**src/rtl/wb_uart_bridge_pkg.sv**
```systemverilog
// Shared definitions for the UART-driven wishbone master bridge:
// FSM state encoding, command signature and response byte codes.
package wb_uart_bridge_pkg;

    typedef enum logic [2:0] {
        ST_IDLE = 3'd0,
        ST_ADDR = 3'd1,
        ST_DATA = 3'd2,
        ST_BUS  = 3'd3,
        ST_RESP = 3'd4
    } state_t;

    localparam logic [2:0] CMD_SIG    = 3'b101;

    localparam logic [7:0] RSP_WR_OK  = 8'hA5;
    localparam logic [7:0] RSP_BUS_TO = 8'hEE;
    localparam logic [7:0] RSP_RX_ERR = 8'hEF;

    // A command byte is accepted only with the signature present and at
    // least one byte lane selected.
    function automatic logic cmd_ok(input logic [7:0] b);
        return (b[6:4] == CMD_SIG) && (b[3:0] != 4'h0);
    endfunction

endpackage

```
**src/rtl/wb_uart_bridge_ser.sv**
```systemverilog
// uart_byte_ser: holds a 1- or 4-byte response and hands it to the UART
// transmitter MSB first over a valid/ready handshake. done pulses in the
// cycle the last byte is accepted.
module uart_byte_ser (
    input  logic        clk,
    input  logic        rst,
    input  logic        load,
    input  logic        load_four,
    input  logic [31:0] load_data,
    output logic [7:0]  tx_data,
    output logic        tx_valid,
    input  logic        tx_ready,
    output logic        done
);

    logic [31:0] shreg_q, shreg_d;
    logic [1:0]  left_q,  left_d;
    logic        valid_q, valid_d;

    // Load a new response, or step to the next byte on each accepted handshake.
    always_comb begin
        shreg_d = shreg_q;
        left_d  = left_q;
        valid_d = valid_q;
        done    = 1'b0;
        if (load) begin
            // A single-byte response sits in the top lane so it goes out first.
            shreg_d = load_four ? load_data : {load_data[7:0], 24'h0};
            left_d  = load_four ? 2'd3 : 2'd0;
            valid_d = 1'b1;
        end else if (valid_q && tx_ready) begin
            if (left_q == 2'd0) begin
                valid_d = 1'b0;
                done    = 1'b1;
            end else begin
                shreg_d = {shreg_q[23:0], 8'h0};
                left_d  = left_q - 2'd1;
            end
        end
    end

    // Serialiser state; reset abandons any byte in flight.
    always_ff @(posedge clk or negedge rst) begin
        if (!rst) begin
            shreg_q <= '0;
            left_q  <= '0;
            valid_q <= 1'b0;
        end else begin
            shreg_q <= shreg_d;
            left_q  <= left_d;
            valid_q <= valid_d;
        end
    end

    assign tx_data  = shreg_q[31:24];
    assign tx_valid = valid_q;

endmodule

```
**src/rtl/wb_uart_bridge.sv**
```systemverilog
// wb_uart_bridge: wishbone master fed by a UART byte stream. Parses
// cmd/address/data frames, runs one single-beat bus cycle per frame and
// returns a response through uart_byte_ser.
// Optional build macro WB_UART_BRIDGE_RX_TIMEOUT_EN: abandon a partial
// frame silently when the line goes idle for RX_GAP_CYCLES.
module wb_uart_bridge
    import wb_uart_bridge_pkg::*;
#(
    parameter int BUS_TIMEOUT   = 1024,
    parameter int RX_GAP_CYCLES = 1000000,
    parameter int TIMER_WIDTH   = 20
) (
    input  logic        clk,
    input  logic        rst,
    input  logic [7:0]  rx_data,
    input  logic        rx_valid,
    input  logic        rx_err,
    output logic [7:0]  tx_data,
    output logic        tx_valid,
    input  logic        tx_ready,
    output logic        wbm_cyc_o,
    output logic        wbm_stb_o,
    output logic        wbm_we_o,
    output logic [29:0] wbm_addr_o,
    output logic [3:0]  wbm_sel_o,
    output logic [31:0] wbm_data_o,
    input  logic [31:0] wbm_data_i,
    input  logic        wbm_ack_i,
    output logic        busy
);

    // The shared timer must be able to count to the last cycle of either wait.
    if (BUS_TIMEOUT < 1 || RX_GAP_CYCLES < 1 ||
        longint'(BUS_TIMEOUT)   > (longint'(1) << TIMER_WIDTH) ||
        longint'(RX_GAP_CYCLES) > (longint'(1) << TIMER_WIDTH)) begin : g_bad_timer
        $error("wb_uart_bridge: TIMER_WIDTH too narrow for the configured timeouts");
    end

    localparam logic [TIMER_WIDTH-1:0] BUS_LAST = TIMER_WIDTH'(BUS_TIMEOUT - 1);
`ifdef WB_UART_BRIDGE_RX_TIMEOUT_EN
    localparam logic [TIMER_WIDTH-1:0] GAP_LAST = TIMER_WIDTH'(RX_GAP_CYCLES - 1);
`endif

    state_t                 state_q, state_d;
    logic [1:0]             cnt_q,   cnt_d;
    logic                   we_q,    we_d;
    logic [3:0]             sel_q,   sel_d;
    logic [29:0]            addr_q,  addr_d;
    logic [31:0]            data_q,  data_d;
    logic                   cyc_q,   cyc_d;
    logic [TIMER_WIDTH-1:0] timer_q, timer_d;

    logic        ser_load;
    logic        ser_four;
    logic [31:0] ser_data;
    logic        ser_done;

    // Frame parser, bus sequencer and shared timer.
    always_comb begin
        state_d  = state_q;
        cnt_d    = cnt_q;
        we_d     = we_q;
        sel_d    = sel_q;
        addr_d   = addr_q;
        data_d   = data_q;
        cyc_d    = cyc_q;
        timer_d  = timer_q;
        ser_load = 1'b0;
        ser_four = 1'b0;
        ser_data = 32'h0;

        case (state_q)
            ST_IDLE: begin
                // rx_err alone is ignored here; a flagged byte never starts a frame.
                if (rx_valid && !rx_err && cmd_ok(rx_data)) begin
                    we_d    = rx_data[7];
                    sel_d   = rx_data[3:0];
                    cnt_d   = 2'd0;
                    timer_d = '0;
                    state_d = ST_ADDR;
                end
            end

            ST_ADDR, ST_DATA: begin
                if (rx_err) begin
                    ser_load = 1'b1;
                    ser_data = {24'h0, RSP_RX_ERR};
                    state_d  = ST_RESP;
                end else if (rx_valid) begin
                    timer_d = '0;
                    cnt_d   = cnt_q + 2'd1;
                    if (state_q == ST_ADDR) begin
                        // Only word-address bits [31:2] are kept; the final
                        // byte contributes its upper six bits.
                        addr_d = (cnt_q == 2'd3) ? {addr_q[23:0], rx_data[7:2]}
                                                 : {addr_q[21:0], rx_data};
                    end else begin
                        data_d = {data_q[23:0], rx_data};
                    end
                    if (cnt_q == 2'd3) begin
                        if (state_q == ST_ADDR && we_q) begin
                            state_d = ST_DATA;
                        end else begin
                            cyc_d   = 1'b1;
                            state_d = ST_BUS;
                        end
                    end
                end
`ifdef WB_UART_BRIDGE_RX_TIMEOUT_EN
                else if (timer_q == GAP_LAST) begin
                    state_d = ST_IDLE;
                end else begin
                    timer_d = timer_q + 1'b1;
                end
`endif
            end

            ST_BUS: begin
                // Ack is tested first so an ack on the final timeout cycle succeeds.
                if (wbm_ack_i) begin
                    cyc_d    = 1'b0;
                    ser_load = 1'b1;
                    if (we_q) begin
                        ser_data = {24'h0, RSP_WR_OK};
                    end else begin
                        ser_four = 1'b1;
                        ser_data = wbm_data_i;
                    end
                    state_d = ST_RESP;
                end else if (timer_q == BUS_LAST) begin
                    cyc_d    = 1'b0;
                    ser_load = 1'b1;
                    ser_data = {24'h0, RSP_BUS_TO};
                    state_d  = ST_RESP;
                end else begin
                    timer_d = timer_q + 1'b1;
                end
            end

            ST_RESP: begin
                if (ser_done) begin
                    state_d = ST_IDLE;
                end
            end

            default: state_d = ST_IDLE;
        endcase
    end

    // Bridge state registers; reset drops cyc/stb immediately.
    always_ff @(posedge clk or negedge rst) begin
        if (!rst) begin
            state_q <= ST_IDLE;
            cnt_q   <= '0;
            we_q    <= 1'b0;
            sel_q   <= '0;
            addr_q  <= '0;
            data_q  <= '0;
            cyc_q   <= 1'b0;
            timer_q <= '0;
        end else begin
            state_q <= state_d;
            cnt_q   <= cnt_d;
            we_q    <= we_d;
            sel_q   <= sel_d;
            addr_q  <= addr_d;
            data_q  <= data_d;
            cyc_q   <= cyc_d;
            timer_q <= timer_d;
        end
    end

    uart_byte_ser u_ser (
        .clk       (clk),
        .rst       (rst),
        .load      (ser_load),
        .load_four (ser_four),
        .load_data (ser_data),
        .tx_data   (tx_data),
        .tx_valid  (tx_valid),
        .tx_ready  (tx_ready),
        .done      (ser_done)
    );

    assign wbm_cyc_o  = cyc_q;
    assign wbm_stb_o  = cyc_q;
    assign wbm_we_o   = we_q;
    assign wbm_addr_o = addr_q;
    assign wbm_sel_o  = sel_q;
    assign wbm_data_o = data_q;
    assign busy       = (state_q != ST_IDLE);

endmodule
```
**config.mk**
```make
export PLATFORM = sky130hd
export DESIGN_NAME = wb_uart_bridge
export DESIGN_NICKNAME = d
export VERILOG_FILES = /design/src/rtl/wb_uart_bridge_pkg.sv /design/src/rtl/wb_uart_bridge_ser.sv /design/src/rtl/wb_uart_bridge.sv
export SDC_FILE = /design/constraint.sdc
export NUM_CORES = 1
export LEC_CHECK = 0
export CORE_MARGIN = 2
export CORE_UTILIZATION = 50
export CTS_BUF_LIST = sky130_fd_sc_hd__clkbuf_4 sky130_fd_sc_hd__clkbuf_8
export DETAILED_ROUTE_END_ITERATION = 8
export PLACE_DENSITY = 0.78
export SLEW_MARGIN = 20
export SYNTH_ARGS = -nofsm -noshare
export SYNTH_HDL_FRONTEND = slang
export SYNTH_SLANG_ARGS = --single-unit
```
**constraint.sdc**
```tcl
create_clock -name clk -period 2.1 [get_ports clk]
set_input_delay 0.42 -clock clk [delete_from_list [all_inputs] [get_ports clk]]
set_output_delay 0.42 -clock clk [all_outputs]
set_load 0.02 [all_outputs]
```
# == Yosys cells after proc, flatten, opt, wreduce, memory -nomap -nowiden ==
# Cells that the tools add are included.
# op_classes
n_addsub,3
n_eq_ne,19
n_mux,53
bitwise,2
reduce_logical,25
# ops
op,n
two-way mux 32 bit,6
two-way mux 20 bit,5
one-hot mux 32 bit (2 select lines),1
one-hot mux 20 bit (3 select lines),1
two-way mux 30 bit,1
two-way mux 3 bit,7
adder 20 x 1 -> 20 bit (second input constant),1
== test 20 x 10 -> 1 bit (second input constant),1
two-way mux 1 bit,19
inequality test 2 bit (second input constant),9
two-way mux 8 bit,2
two-way mux 2 bit,7
one-hot mux 3 bit (4 select lines),1
AND reduction 4 bit,3
AND reduction 6 bit,2
inequality test 3 bit (second input constant),3
nonzero test 2 bit,4
== test 3 x 2 -> 1 bit (second input constant),2
== test 3 bit (second input constant),2
AND reduction 2 bit,3
nonzero test 3 bit,2
logical AND 1 bit,5
AND reduction 5 bit,1
one-hot mux 1 bit (2 select lines),2
11 further kinds,12
# totals
ff_bits,128
out_inout_bits,79
wordCells,113

# == Depth between registers and ports, before layout ==
# Gate-level depths: netlist of the first run.
# logic_depth
depth_word,7
depth_mapped,8
mapped_depth_nobuf,7

# == Modules after synthesis ==
# A second synthesis of the first run with hierarchy kept.
# unflattened
hier_cells,618
hier_area_um2,6353.6
# by_module_without_submodules
module,instances,cells_each,area_each_um2,seq_area_each_um2
wb_uart_bridge,1,442,4579.4,2327.2
uart_byte_ser,1,176,1774.2,875.8

# == Worst setup path before layout of the first run ==
# OpenSTA, ideal clock, no wires.
# synth_path
kind,in2reg
from,input rx_err
to,register timer_q[16]
setup_time_ns,0.077
t_arrival_ns,1.769
t_required_ns,2.023
path_slack_ns,0.254
cell_stages,6
path_cell_list,buf_2 nand2b_1 a211oi_4 nand2_2 or4_1 a21oi_1
# synth_via
elab_chain_cells,5
word_cells_on_any_way,6
cone_classes,2 x eq/ne; 4 x reduce/logical
# synth_lines
item,line,source
from (decl),wb_uart_bridge.sv:17,"input logic rx_err,"
logical NOT 1 bit,wb_uart_bridge.sv:75,if (rx_valid && !rx_err && cmd_ok(rx_data)) begin
logical AND 1 bit (2 in a row),wb_uart_bridge.sv:75,
inequality test 2 bit (no source line),n/a,
AND reduction 6 bit (no source line) *,n/a,
to (signal assigned),wb_uart_bridge.sv:169,timer_q <= timer_d;
to (decl),wb_uart_bridge.sv:51,"logic [TIMER_WIDTH-1:0] timer_q, timer_d;"
# Mark *: on every way between the ends. The rest lies on a longest branch, timed or not.
# A chain may end at the register's enable or synchronous reset.

# == Worst setup path in the final report of the first run ==
# layout_path
from,register state_q[2]
to,output busy
# layout_via
elab_chain_cells,1
# layout_lines
item,line,source
from (decl),wb_uart_bridge.sv:44,"state_t state_q, state_d;"
from (signal assigned),wb_uart_bridge.sv:162,state_q <= state_d;
nonzero test 3 bit,wb_uart_bridge.sv:191,assign busy = (state_q != ST_IDLE);
to (decl),wb_uart_bridge.sv:29,output logic busy
# Every way passes these cells.

==> results of run 1 <==
[routing by layer]
metal | part of all wire (%) | track usage, % | up-vias
met4 | 1.4 | 8.175 | 0
met3 | 8.2 | 9.549 | 24
met1 | 43 | 32.07 | 2583
met5 | 0 | 0 | -
li1 | - | - | 2432
met2 | 48 | 38.91 | 175
[final timing paths]
| path | start | end | slack (ps) | cells after the start |
|---|---|---|---|---|
| max | state_q[2] | busy | 70 | 2 |
| min | wbm_addr_o[28] | wbm_addr_o[28] | 490 | 2 |
| max reg2reg | timer_q[0] | timer_q[15] | 130 | 7 |
| min reg2reg | wbm_addr_o[28] | wbm_addr_o[28] | 490 | 2 |
| max in group asynchronous | rst | state_q[2] | 900 | 3 |
| min in group asynchronous | rst | timer_q[1] | 500 | 2 |
[power by group]
part / switching, mW / internal (mW)
sequential: 0.633 / 3.17
combinational: 2.47 / 2.37
clock: 1.02 / 1.23
total: 4.13 / 6.77
[cell type report]
class	instances	area, um2	share of cell area (%)
well taps	172	215.2	2.534
clock inverters	13	160.2	1.886
flip-flops and latches	128	3207	37.76
inverters	6	22.52	0.2652
clock buffers	19	261.5	3.079
repair buffers	180	1787	21.04
multi-input cells	413	2839	33.43
[what timing repair did]
item | CTS | global route
buffers inserted | 0 | 2
hold buffers | 1 | 0
resized for setup | 7 | 1
hold endpoints to repair | 40 | 0
endpoints found under the setup margin | 2 | 19
[through the flow]
step	instances	worst slack, ps	TNS, ps	power (mW)
floorplan	593	253.7	0	6.493
global placement	896	-191.0	-5330	8.444
detailed placement	896	-275.2	-7287	8.597
CTS	929	40.72	0	10.90
global route	931	8.164	0	11.54
finish	931	71.60	0	10.90
[cell families (layout without fill, tap and decap cells)]
family                     after synthesis  in the layout  synth area share [%]
adders and majority gates                3              3                0.5949
AOI/OAI and AO/OA                      133            133                 13.07
DFF                                    128            128                 50.76
xor gates and xnor gates                 3              3                0.4165
and+or+nand+nor                        178            178                 14.83
buffers and inverters                   52            218                 4.362
muxes                                   96             96                 15.96
[state kept, by name (all words and copies together) (netlist names)]
register	count
cnt_q	2
state_q	3
timer_q	20
u_ser.left_q	2
u_ser.shreg_q	32
u_ser.tx_valid	1
wbm_addr_o	30
wbm_cyc_o	1
wbm_data_o	32
wbm_sel_o	4
wbm_we_o	1
[layout by cell type (no fill, tap or decap), types with 6 or more instances in the layout]
cell / Yosys / final
o21ai_0: 40 / 40
nand4_1: 6 / 6
mux2_2: 37 / 37
or3_1: 9 / 9
o31ai_1: 12 / 12
buf_4: 11 / 46
inv_1: 6 / 6
nand2_1: 67 / 67
o21ai_1: 26 / 26
clkdlybuf4s50_1: 0 / 121
dfrtp_1: 128 / 125
nand3b_1: 6 / 6
nor2_1: 35 / 35
a21oi_1: 26 / 26
mux2i_1: 59 / 59
or4_1: 10 / 10
nand3_1: 12 / 11
buf_12: 0 / 10
clkbuf_8: 0 / 19
[worst min-delay path, stage by stage, from the launching register on]
cell and delay, ps:
dfrtp_1 340, nand2_1 40, o21ai_0 60
==> run metrics, run 1 <==
initial core utilization=50.62%; Power per Cell Area=1283 nW/um2; Yosys top cell area share=50.76%; grt ovf=0; CTS tree=built; hold_ws=486.5 ps; required time worst endpoint=1680 ps; root buffer cell=clkbuf_8; Final #Nets=795; DRC=0; DRT antenna net count=0; Longest Clk Path Bufs=2; Max Slew Vio Count=0; most common library cells after synthesis=dfrtp_1 (128), nand2_1 (67), mux2i_1 (59); Hold Path Class=flop to flop; Mapped Area=6310 um2; vias in the first global route=5252; worst IR drop on VDD=0.8258 mV; crit path max fanout=9; ys flop type=dfrtp_1; routed vias/inst=5.600; Arr. time, crit path=1610 ps; relative max-transition margin=62.35%; leakage power of the design=3.780 nW; Bufs and invs on worst path=1; RSZ-0062 raised after global routing=false; family with the most delay on the worst path=flip-flops; DIE AREA=13530 um2; kind of critical path=flop to output port; area grow syn2layout=34.58%; Cell Rows=41; Post-Syn Instances=593; crit-path cells=or3_1, clkdlybuf4s15_2; H-tree depth=4; Clk Latency, worst-skew pair=470 ps; status=complete, no violations; ys async rst share=100.0%; most numerous cell in the Yosys netlist=dfrtp_1; share of cells above drive strength 1=19.89%; final hold violation count=0; Least-Margin Pin Slew=564.7 ps; synthesized flop and latch total=128; startpoint types=flop; Synth cell types=62; height of the die=116.3 um; Syn Nets=642; fin util=68.12%; Post-DP HPWL=11.00 mm; I/O pin cnt=125; Synth area leaders=dfrtp_1 (51%), mux2i_1 (9.4%), mux2_2 (6.6%); Seq/Total Area, Yosys=50.76%; Max-cap violations=0; Die Wd=116.3 um; number of port buffers=124; number of setup violations in the final report=0; WL per Instance=17.10 um; Core Area=12470 um2; CP Capture Type=output port; Fillers=956; dominant cell type by area after synthesis=dfrtp_1; antenna violations before repair=0; first-pass GRT wire length=25.99 mm; Fin Clk Skew=10.11 ps; largest net degree at the start of global routing=61; global-route usage over all layers=24.89%; number of synthesized flops with an enable pin=0; GPL Wtd Cong=0.8456; Synthesis Warnings=0; clock-pin slew on the worst setup and hold paths=70 ps; period utilization=96.59%; via count=5214; Sink Count=128; ANT cells=0; Num CTS Buffers=17; f_max=493.0 MHz; WL final=15.92 mm; DP Area=8024 um2; Initial DRC Count=351; Tmin final=2028 ps; Worst path max stage delay=470 ps; Pre-antenna DRT Iters=5; syn avg cell area=10.64 um2; final instance area=8492 um2; CP max-delay cell=dfrtp_2
(Power assumes the default switching activity.)
==> run 2: changes to the inputs <==
--- a/config.mk
+++ b/config.mk
@@ -5,11 +5,13 @@
 export SDC_FILE = /design/constraint.sdc
 export NUM_CORES = 1
 export LEC_CHECK = 0
+export CORE_ASPECT_RATIO = 1.5
 export CORE_MARGIN = 2
 export CORE_UTILIZATION = 50
 export CTS_BUF_LIST = sky130_fd_sc_hd__clkbuf_4 sky130_fd_sc_hd__clkbuf_8
 export DETAILED_ROUTE_END_ITERATION = 8
 export PLACE_DENSITY = 0.78
+export SKIP_CTS_REPAIR_TIMING = 1
 export SLEW_MARGIN = 20
 export SYNTH_ARGS = -nofsm -noshare
 export SYNTH_HDL_FRONTEND = slang
==> run metrics, run 2 (synthesis gave the netlist of run 1 again) <==
Final #Nets=822 (was 795); area grow syn2layout=38.21% (was 34.58%); crit-path cells=buf_4, or3_1, dlymetal6s2s_1 (was or3_1, clkdlybuf4s15_2); Worst path max stage delay=380 ps (was 470 ps); WL per Instance=18.15 um (was 17.10 um); grt ovf=0 (unchanged); DRC=0 (unchanged); Finished Layout Cells=942 (was 931); Reg power frac=34.8% (was 34.9%); CP Capture Type=output port (unchanged); largest net degree at the start of global routing=61 (unchanged); Post-DP HPWL=12.18 mm (was 11.00 mm); worst setup margin=86.46 ps (was 71.60 ps); Worst setup startpoint=state_q[2] (unchanged); routed vias/inst=5.736 (was 5.600); period utilization=95.88% (was 96.59%); Max Slew Vio Count=0 (unchanged); Hold Path Class=primary input to async pin (was flop to flop); initial core utilization=50.94% (was 50.62%); vias in the first global route=5539 (was 5252); Longest Clk Path Bufs=2 (unchanged); H-tree depth=4 (unchanged); share of cells above drive strength 1=22.26% (was 19.89%); Clk Latency, worst-skew pair=430 ps (was 470 ps); startpoint types=flop (unchanged); Power per Cell Area=1245 nW/um2 (was 1283 nW/um2); Initial DRC Count=250 (was 351); relative max-transition margin=65.43% (was 62.35%); CTS tree=built (unchanged); f_max=496.6 MHz (was 493.0 MHz); Critical R2R Launch=timer_q[9] (was timer_q[0]); Least-Margin Pin Slew=518.6 ps (was 564.7 ps); clock-pin slew on the worst setup and hold paths=80 ps (was 70 ps); crit path max fanout=16 (was 9); root buffer cell=clkbuf_8 (unchanged); leakage power of the design=3.946 nW (was 3.780 nW); Bufs and invs on worst path=2 (was 1); worst IR drop on VDD=0.7425 mV (was 0.8258 mV); required time worst endpoint=1680 ps (about the same); status=complete, no violations (unchanged); number of port buffers=124 (unchanged); Cell Rows=50 (was 41); height of the die=141.6 um (was 116.3 um); family with the most delay on the worst path=buffers and inverters (was flip-flops); Sink Count=128 (unchanged); Arr. time, crit path=1590 ps (was 1610 ps); Net Sw Frac=38.85% (was 37.89%); Clk pwr share=19.6% (was 20.7%); Int Power=6.638 mW (was 6.769 mW); Fin Clk Skew=13.62 ps (was 10.11 ps); CP max-delay cell=or3_1 (was dfrtp_2); Die Wd=95.72 um (was 116.3 um); DIE AREA=13550 um2 (was 13530 um2); first-pass GRT wire length=27.19 mm (was 25.99 mm); combinational share of power=45.6% (was 44.4%); RSZ-0062 raised after global routing=false (unchanged); final instance area=8721 um2 (was 8492 um2); reported net switching power=4.218 mW (was 4.129 mW); most common cell after layout, fill and taps aside=dfrtp_1 (unchanged); Pre-antenna DRT Iters=7 (was 5); number of setup violations in the final report=0 (unchanged); Num CTS Buffers=17 (unchanged); ANT cells=0 (unchanged); DP Area=8177 um2 (was 8024 um2); I/O pin cnt=125 (unchanged); via count=5403 (was 5214); Max-cap violations=0 (unchanged); Tmin final=2014 ps (was 2028 ps); GPL Wtd Cong=0.8487 (was 0.8456); global-route usage over all layers=25.89% (was 24.89%); final hold violation count=0 (unchanged); DRT antenna net count=0 (unchanged); antenna violations before repair=0 (unchanged); placed instance count=903 (was 896); WL final=17.10 mm (was 15.92 mm); pre-CTS setup slack=-252.6 ps (was -275.2 ps); kind of critical path=flop to output port (unchanged); Core Area=12390 um2 (was 12470 um2); most frequent cells in the layout=dfrtp_1 (127), clkdlybuf4s50_1 (122), buf_4 (71), nand2_1 (67), mux2i_1 (59) (was dfrtp_1 (125), clkdlybuf4s50_1 (121), nand2_1 (67), mux2i_1 (59), buf_4 (46)); Fillers=919 (was 956)
[run 2: metal layers]
layer	up-vias	global-route usage, %	wire [um]
li1	2504	-	-
met1	2669	29.27	6253
met2	186	45.97	9371
met3	44	5.629	892
met4	0	11.28	583
met5	-	0	0
[run 2: cell type report]
cell class	instances	area [um2]	share of cell area [%]
Clock buffer	18	241.5	2.769
Clock inverter	14	157.7	1.808
Inverter	6	22.52	0.2582
Multi-Input combinational cell	414	2903	33.29
Sequential cell	128	3204	36.74
Tap cell	156	195.2	2.238
Timing Repair Buffer	206	1997	22.90
[run 2: path summary, 6_finish.rpt]
check / to / slack [ps] / cells after the start
min reg2reg: wbm_addr_o[24] / 500 / 2
max in group asynchronous: u_ser.shreg_q[15] / 910 / 4
min: wbm_data_o[29] / 470 / 2
max: busy / 90 / 3
min in group clk: wbm_addr_o[24] / 500 / 2
max reg2reg: u_ser.shreg_q[1] / 90 / 7
[run 2: worst register-to-register path, stage by stage, from the launching register on]
cell and delay, ps:
dfrtp_1 500, nor4b_4 340, nand3_4 180, buf_4 190, nor3_4 160, nor2_1 120
buf_12 170, a31o_2 240
[run 2: per-stage QoR]
step                hold WS, ps  utilization (%)  TNS, ps  total power, mW
global placement          376.5            66.01    -5791            8.453
global route              470.9            70.40        0            11.47
finish                    469.8            70.40        0            10.86
CTS                      -108.6            69.23    -1213            10.85
floorplan                 124.4                -        0            6.493
detailed placement        377.2            66.01   -10900            8.667
[run 2: power by group through the flow]
stage | combinational [mW] | clock [mW] | sequential [mW]
after floorplan | 2.32 | 0 | 4.18
after global placement | 4.70 | 0 | 3.75
after detailed placement | 4.86 | 0 | 3.81
after CTS | 4.89 | 2.19 | 3.78
after global routing | 5.34 | 2.28 | 3.86
final | 4.95 | 2.13 | 3.78
